==> src/rtl/acc.sv <==
// Frame statistics accumulator.
// Collects count, saturating sum, min and max of the samples in each frame.
// A frame is bracketed by the falling and rising edges of IN_DONE.
// The result set is latched once at frame end and flagged with a one-cycle
// RESULT_VALID pulse.
module acc #(
  parameter int DATA_WIDTH = 16,
  parameter int SUM_WIDTH  = 48,
  parameter int CNT_WIDTH  = 32
) (
  input  logic                  CLK,
  input  logic                  RST,
  input  logic                  IN_VALID,
  input  logic [DATA_WIDTH-1:0] IN_DATA,
  input  logic                  IN_DONE,
  output logic                  BUSY,
  output logic                  RESULT_VALID,
  output logic [CNT_WIDTH-1:0]  RES_CNT,
  output logic [SUM_WIDTH-1:0]  RES_SUM,
  output logic [DATA_WIDTH-1:0] RES_MIN,
  output logic [DATA_WIDTH-1:0] RES_MAX,
  output logic                  RES_OVF
);

  typedef enum logic [2:0] {
    S_IDLE  = 3'b001,
    S_RUN   = 3'b010,
    S_LATCH = 3'b100
  } state_t;

  state_t                  state_r;
  state_t                  state_s;
  logic                    done_d_r;
  logic                    start_s;
  logic                    end_s;

  logic [CNT_WIDTH-1:0]    cnt_r;
  logic [SUM_WIDTH-1:0]    sum_r;
  logic [DATA_WIDTH-1:0]   min_r;
  logic [DATA_WIDTH-1:0]   max_r;
  logic                    ovf_r;

  logic [CNT_WIDTH-1:0]    cnt_s;
  logic [SUM_WIDTH-1:0]    sum_s;
  logic [DATA_WIDTH-1:0]   min_s;
  logic [DATA_WIDTH-1:0]   max_s;
  logic                    ovf_s;
  logic [SUM_WIDTH:0]      sum_add_s;

  logic                    busy_r;
  logic                    result_valid_r;
  logic [CNT_WIDTH-1:0]    res_cnt_r;
  logic [SUM_WIDTH-1:0]    res_sum_r;
  logic [DATA_WIDTH-1:0]   res_min_r;
  logic [DATA_WIDTH-1:0]   res_max_r;
  logic                    res_ovf_r;

  // Frame boundaries come from the edges of the upstream done level.
  assign start_s = done_d_r & ~IN_DONE;
  assign end_s   = ~done_d_r & IN_DONE;

  // Delayed copy of IN_DONE for edge detection; idles high like the upstream flag.
  always_ff @(posedge CLK) begin
    if (RST) begin
      done_d_r <= 1'b1;
    end else begin
      done_d_r <= IN_DONE;
    end
  end

  // State register; any non-one-hot value falls back to idle through next-state logic.
  always_ff @(posedge CLK) begin
    if (RST) begin
      state_r <= S_IDLE;
    end else begin
      state_r <= state_s;
    end
  end

  // Next-state logic: idle -> run on start, run -> latch on end, latch -> idle.
  always_comb begin
    state_s = S_IDLE;
    case (state_r)
      S_IDLE: begin
        if (start_s) begin
          state_s = S_RUN;
        end else begin
          state_s = S_IDLE;
        end
      end
      S_RUN: begin
        if (end_s) begin
          state_s = S_LATCH;
        end else begin
          state_s = S_RUN;
        end
      end
      S_LATCH: begin
        state_s = S_IDLE;
      end
      default: begin
        state_s = S_IDLE;
      end
    endcase
  end

  // Accumulator values after accepting the current sample, with saturation.
  always_comb begin
    sum_add_s = {1'b0, sum_r} + {{(SUM_WIDTH + 1 - DATA_WIDTH){1'b0}}, IN_DATA};
    ovf_s     = ovf_r;
    if (&cnt_r) begin
      cnt_s = cnt_r;
    end else begin
      cnt_s = cnt_r + {{(CNT_WIDTH - 1){1'b0}}, 1'b1};
    end
    if (&cnt_s) begin
      ovf_s = 1'b1;
    end else begin
      ovf_s = ovf_s;
    end
    if (sum_add_s[SUM_WIDTH]) begin
      sum_s = {SUM_WIDTH{1'b1}};
      ovf_s = 1'b1;
    end else begin
      sum_s = sum_add_s[SUM_WIDTH-1:0];
    end
    if (IN_DATA < min_r) begin
      min_s = IN_DATA;
    end else begin
      min_s = min_r;
    end
    if (IN_DATA > max_r) begin
      max_s = IN_DATA;
    end else begin
      max_s = max_r;
    end
  end

  // Accumulators: cleared at frame start, updated per accepted sample in run.
  always_ff @(posedge CLK) begin
    if (RST) begin
      cnt_r <= {CNT_WIDTH{1'b0}};
      sum_r <= {SUM_WIDTH{1'b0}};
      min_r <= {DATA_WIDTH{1'b0}};
      max_r <= {DATA_WIDTH{1'b0}};
      ovf_r <= 1'b0;
    end else begin
      case (state_r)
        S_IDLE: begin
          if (start_s) begin
            cnt_r <= {CNT_WIDTH{1'b0}};
            sum_r <= {SUM_WIDTH{1'b0}};
            min_r <= {DATA_WIDTH{1'b1}};
            max_r <= {DATA_WIDTH{1'b0}};
            ovf_r <= 1'b0;
          end
        end
        S_RUN: begin
          if (IN_VALID) begin
            cnt_r <= cnt_s;
            sum_r <= sum_s;
            min_r <= min_s;
            max_r <= max_s;
            ovf_r <= ovf_s;
          end
        end
        default: begin
          cnt_r <= cnt_r;
        end
      endcase
    end
  end

  // Busy flag registered from the next state so it tracks the run state exactly.
  always_ff @(posedge CLK) begin
    if (RST) begin
      busy_r <= 1'b0;
    end else begin
      busy_r <= (state_s == S_RUN);
    end
  end

  // Result set: captured once in the latch state and held until the next frame end.
  always_ff @(posedge CLK) begin
    if (RST) begin
      result_valid_r <= 1'b0;
      res_cnt_r      <= {CNT_WIDTH{1'b0}};
      res_sum_r      <= {SUM_WIDTH{1'b0}};
      res_min_r      <= {DATA_WIDTH{1'b0}};
      res_max_r      <= {DATA_WIDTH{1'b0}};
      res_ovf_r      <= 1'b0;
    end else if (state_r == S_LATCH) begin
      result_valid_r <= 1'b1;
      res_cnt_r      <= cnt_r;
      res_sum_r      <= sum_r;
      res_ovf_r      <= ovf_r;
      if (cnt_r == {CNT_WIDTH{1'b0}}) begin
        res_min_r <= {DATA_WIDTH{1'b0}};
        res_max_r <= {DATA_WIDTH{1'b0}};
      end else begin
        res_min_r <= min_r;
        res_max_r <= max_r;
      end
    end else begin
      result_valid_r <= 1'b0;
    end
  end

  assign BUSY         = busy_r;
  assign RESULT_VALID = result_valid_r;
  assign RES_CNT      = res_cnt_r;
  assign RES_SUM      = res_sum_r;
  assign RES_MIN      = res_min_r;
  assign RES_MAX      = res_max_r;
  assign RES_OVF      = res_ovf_r;

endmodule

==> config.mk <==
export PLATFORM = sky130hd
export DESIGN_NAME = acc
export DESIGN_NICKNAME = d
export VERILOG_FILES = /design/src/rtl/acc.sv
export SDC_FILE = /design/constraint.sdc
export NUM_CORES = 1
export LEC_CHECK = 0
export CAP_MARGIN = 25
export CORE_MARGIN = 3
export CORE_UTILIZATION = 56
export DETAILED_ROUTE_END_ITERATION = 8
export PLACE_DENSITY = 0.79
export SLEW_MARGIN = 20
export SYNTH_ARGS = -nofsm -noshare
export SYNTH_HDL_FRONTEND = slang
export SYNTH_SLANG_ARGS = --single-unit
==> constraint.sdc <==
create_clock -name CLK -period 3.64 [get_ports CLK]
set_input_delay 0.728 -clock CLK [delete_from_list [all_inputs] [get_ports CLK]]
set_output_delay 0.728 -clock CLK [all_outputs]
set_load 0.1 [all_outputs]
Word level (Yosys, flattened, before mapping)
Cells that the tools add are included.

Register bits after elaboration: 232. Output and inout port bits: 115. Word-level logic and storage cells: 66.

Reduce and logical (&&, ||, !) cells: 8. Equality and inequality tests: 9. Add/subtract/negate cells: 2. Bitwise operators: 4. Magnitude comparators: 2. Multiplexer cells: 27.

Operator list (number): $mux 48 (3); $mux 16 (8); $mux 32 (3); $pmux 48 s2 (1); $pmux 16 s2 (2); $pmux 32 s2 (1); $reduce_and 32->1 (2); $add 48x16->49 (1); $add 32x1->32 const B (1); $logic_not 32->1 (1); $gt 16x16->1 (1); $lt 16x16->1 (1); $reduce_and 4->1 (3); $ne 2x2->1 const B (4); $eq 3x2->1 const B (2); $pmux 3 s2 (1); $mux 1 (5); $eq 3x1->1 const B (1); $eq 3x3->1 const B (1); $mux 3 (1); $ne 3x3->1 const B (1); $reduce_and 3->1 (1); $and 1x1->1 (2); $mux 2 (1); 3 further kinds (4).

Longest topological paths before layout
Word-level depth: 7. Gate-level depth with buffers: 12.

Worst setup path before layout
Ideal clock, no wire load.

Path kind: input port to flip-flop. Start: input port IN_DATA[0]. End: register sum_r[18]. Arrival time: 3.169 ns. Required time: 3.523 ns. Path buffers: 1. Library setup time: 0.117 ns. Stages: 10. Setup slack: 0.354 ns. Path through: ha_1 fa_1 a21o_1 a21oi_1 o211ai_1 nor4_1 or4_1 clkbuf_1 o21ai_0 a22o_1.

Longest elaborated chain between the ends: 4.

Ends and longest elaborated chain: from (decl) (RTL line 14) `input logic [DATA_WIDTH-1:0] IN_DATA,`; $add 48x16->49 (RTL line 109) `sum_add_s = {1'b0, sum_r} + {{(SUM_WIDTH + 1 - DATA_WIDTH){1'b0}}, IN_DATA};`; $mux 48 (RTL line 121) `if (sum_add_s[SUM_WIDTH]) begin`; $mux 48 (RTL line 159) `if (IN_VALID) begin`; $pmux 48 s2 (RTL line 148) `case (state_r)`; to (signal assigned) (RTL line 143) `sum_r <= {SUM_WIDTH{1'b0}};`; to (signal assigned) (RTL line 152) `sum_r <= {SUM_WIDTH{1'b0}};`; to (signal assigned) (RTL line 161) `sum_r <= sum_s;`; to (decl) (RTL line 38) `logic [SUM_WIDTH-1:0] sum_r;`.

No other way between the ends. The select of a mux whose other input is x is not followed. A chain may end at the register's enable or synchronous reset.

Worst setup path after layout
Start: input port IN_DATA[0]. End: register sum_r[26].

Same word-level chain as after synthesis.

==> results.toml <==
[floorplan]
io_pins = 135
start_util_pct = 57.70
die_area_um2 = 21990
core_area_um2 = 19650
fp.dieW_um = 148.3
fp.dieH_um = 148.3
core.rowCount = 51

[clock_tree]
h-tree-depth = 1
numCtsBuffers = 25
cts_hold_buf = 0
cts_resized = 0
cts_setup_buffers = 0
cts_root_buf = "clkbuf_16"
clock_latency_ps = 520
path_clk_slew_ps = 60
cts_tree = "built"
cts.sinks = 232
clock_path_buffers = 3

[synth]
synth_seq_area_share_pct = 40.96
async_flop_share_pct = 0
netlist_instances = 1437
yosys.area.top_type = "dfxtp_1"
synth-main-ff-cell = "dfxtp_1"
synth-edff-count = 0
synth.cell_area_um2 = 11340
avgSynthCellArea_um2 = 7.891
synth_nets = 1507
yosysTopAreaCellShare_pct = 40.96
synth_area_leaders = "dfxtp_1 41%, nand2_1 7.7%, a21oi_1 6.8%, ha_1 5.4%, nor2_1 3.9%"
yosys_register_bits = 232
yosysUniqueCellTypes = 63
yosysWarnings = 0
synthTopCellsByCount = "232 x dfxtp_1, 232 x nand2_1, 155 x a21oi_1"

[grt]
grt_pass1_wl_um = 52560
grt_overflow = 0
antenna_found_initial = 0
grt_max_degree = 103
grt_pass1_vias = 10590
grt_util_all_layers_pct = 28.24

[timing]
finalMaxSlewViolations = 0
skew_ps = 9.384
relSlewSlack_pct = 31.59
whs_ps = 451.5
timing.fmax_mhz = 290.5
period_needed_ps = 3442
setup_tns_ps = 0
worst_pin_slew_ps = 1026
rsz0062_at_grt = "no"
finalCritPeriodShare_pct = 94.57
setup_viol = 0
finalHoldViolations = 0

[cells_and_area]
synthToLayoutAreaGrowth_pct = 24.43
nets = 1643
finalInstanceArea_um2 = 14110
layout-drive-gt1-share_pct = 9.371
diodes = 0

[place]
place.gp.congestion = 0.8919
dp_hpwl_um = 21950
numPortBuffers = 134
placed_area_um2 = 13230

[route]
wl_um = 31870
vias_per_cell = 6.068
post-route-drc-count = 0
drt_iter0_drc = 1041
vias = 11260
wl_per_cell_um = 17.18
final_antenna_net_count = 0
drtPass1Iterations = 6

[critical_path]
r2r_setup_slack_ps = 360
timing.rr.end = "ovf_r"
arrival_ps = 3900
crit_path_frequent_cell = "buf_4"
critical_path.cell_chain = "clkdlybuf4s50_1 -> ha_1 -> fa_1 -> a21o_1 -> a21oi_1 -> o211ai_1 -> buf_4 -> or4_1 -> nand3_1 -> buf_4 -> nor3_1 -> o21ai_0 -> a22o_1"
endpoint_kind = "flip-flop"
critPathSlowestCell = "clkdlybuf4s50_1"
crit_type = "input port to flip-flop"
cp.required_ps = 4100
crit_path_start_kind = "input port"
r2r_start = "cnt_r[5]"
reg2regPathDepth = 8
crit_fanout = 13
cp_slowest_stage_delay_ps = 470

[pwr]
p_per_area_nw_per_um2 = 397.6
ir_drop_v = 0.0003370
p_leak_nw = 5.136

[run]
cap_viol_max_count = 0

[worst_hold_path]
hold_path.class = "flip-flop to flip-flop"
min_to = "RES_CNT[12]"
hp-start = "RES_CNT[12]"
holdPathStages = 2

[outcome]
status = "finished clean"
-- logic make-up after synthesis --
kind of cell / count (synthesis) / synth area share [%]
adder cells (fa/ha/maj): 50 / 5.583
XOR/XNOR: 16 / 1.236
buffers and inverters: 160 / 5.627
AO/OA/AOI/OAI: 429 / 24.04
multiplexers: 2 / 0.1876
AND/OR/NAND/NOR: 548 / 22.37
flip-flops: 232 / 40.96
-- worst max-delay path by stage --
stage | start | slack [ps] | cells after the start | endpoint
after detailed placement | IN_DATA[0] | -450 | 12 | sum_r[21]
final | IN_DATA[0] | 200 | 13 | sum_r[26]
after CTS | IN_DATA[0] | 30 | 12 | sum_r[21]
after global placement | IN_DATA[10] | -250 | 11 | sum_r[21]
after floorplan | IN_DATA[0] | 350 | 10 | sum_r[18]
after global routing | IN_DATA[0] | 110 | 13 | sum_r[26]
-- final cells by class --
cell class	count	area [um^2]
clock inverters	9	127.6
fillers	1605	5544
flip-flops and latches	232	4644
well taps	265	331.6
multi-input cells	1045	6086
inverters	51	191.4
clock buffers	35	743.2
repair buffers	218	1986
-- worst max-delay path, delay by kind of cell --
kind,cells,cell delay (ps)
fa+ha+maj,2,680
buf+inv,3,870
simple gates,3,710
compound gates,5,910
-- flip-flops by register name (all words and copies together), names as in the netlist, 3 cells and up --
signal	flops
RES_CNT	32
RES_MAX	16
RES_MIN	16
RES_SUM	48
cnt_r	32
max_r	16
min_r	16
state_r	3
sum_r	48
-- where the power goes --
| part | total (mW) | internal, mW | switching [mW] |
|---|---|---|---|
| Sequential | 2.59 | 2.56 | 0.0226 |
| Clock | 2.66 | 1.63 | 1.03 |
| Combinational | 0.364 | 0.142 | 0.222 |
-- per-layer routing --
metal,GRT usage (%),vias to the layer above,wire [um]
met1,38.59,5340,13730
met4,9.654,0,953
met3,3.534,75,2187
met5,0,-,0
li1,-,5421,-
met2,46.54,421,15000
-- cells in the final DEF, fill, tap and decap left out, drive strengths merged, types with 24 or more instances in the layout --
cell / synthesis / routed
a21o: 26 / 26
a22o: 24 / 24
o21ai: 65 / 65
a22oi: 36 / 36
a211oi: 25 / 25
a31oi: 25 / 25
buf: 16 / 85
dfxtp: 232 / 232
ha: 49 / 49
nor3: 43 / 43
nand4: 24 / 24
clkdlybuf4s50: 0 / 133
a21oi: 155 / 155
nand3: 45 / 45
clkbuf: 93 / 35
nor2: 119 / 119
inv: 51 / 51
nand2: 232 / 232
-- through the flow --
step | power (mW) | util (%) | setup WS (ps) | instances
floorplan | 2.848 | - | 353.9 | 1437
global placement | 2.988 | 67.30 | -254.8 | 1811
detailed placement | 2.999 | 67.32 | -446.3 | 1811
CTS | 5.628 | 71.75 | 32.46 | 1855
global route | 5.777 | 71.79 | 105.3 | 1855
finish | 5.610 | 71.79 | 197.6 | 1855
No activity file was read; power rests on OpenSTA's default activity.
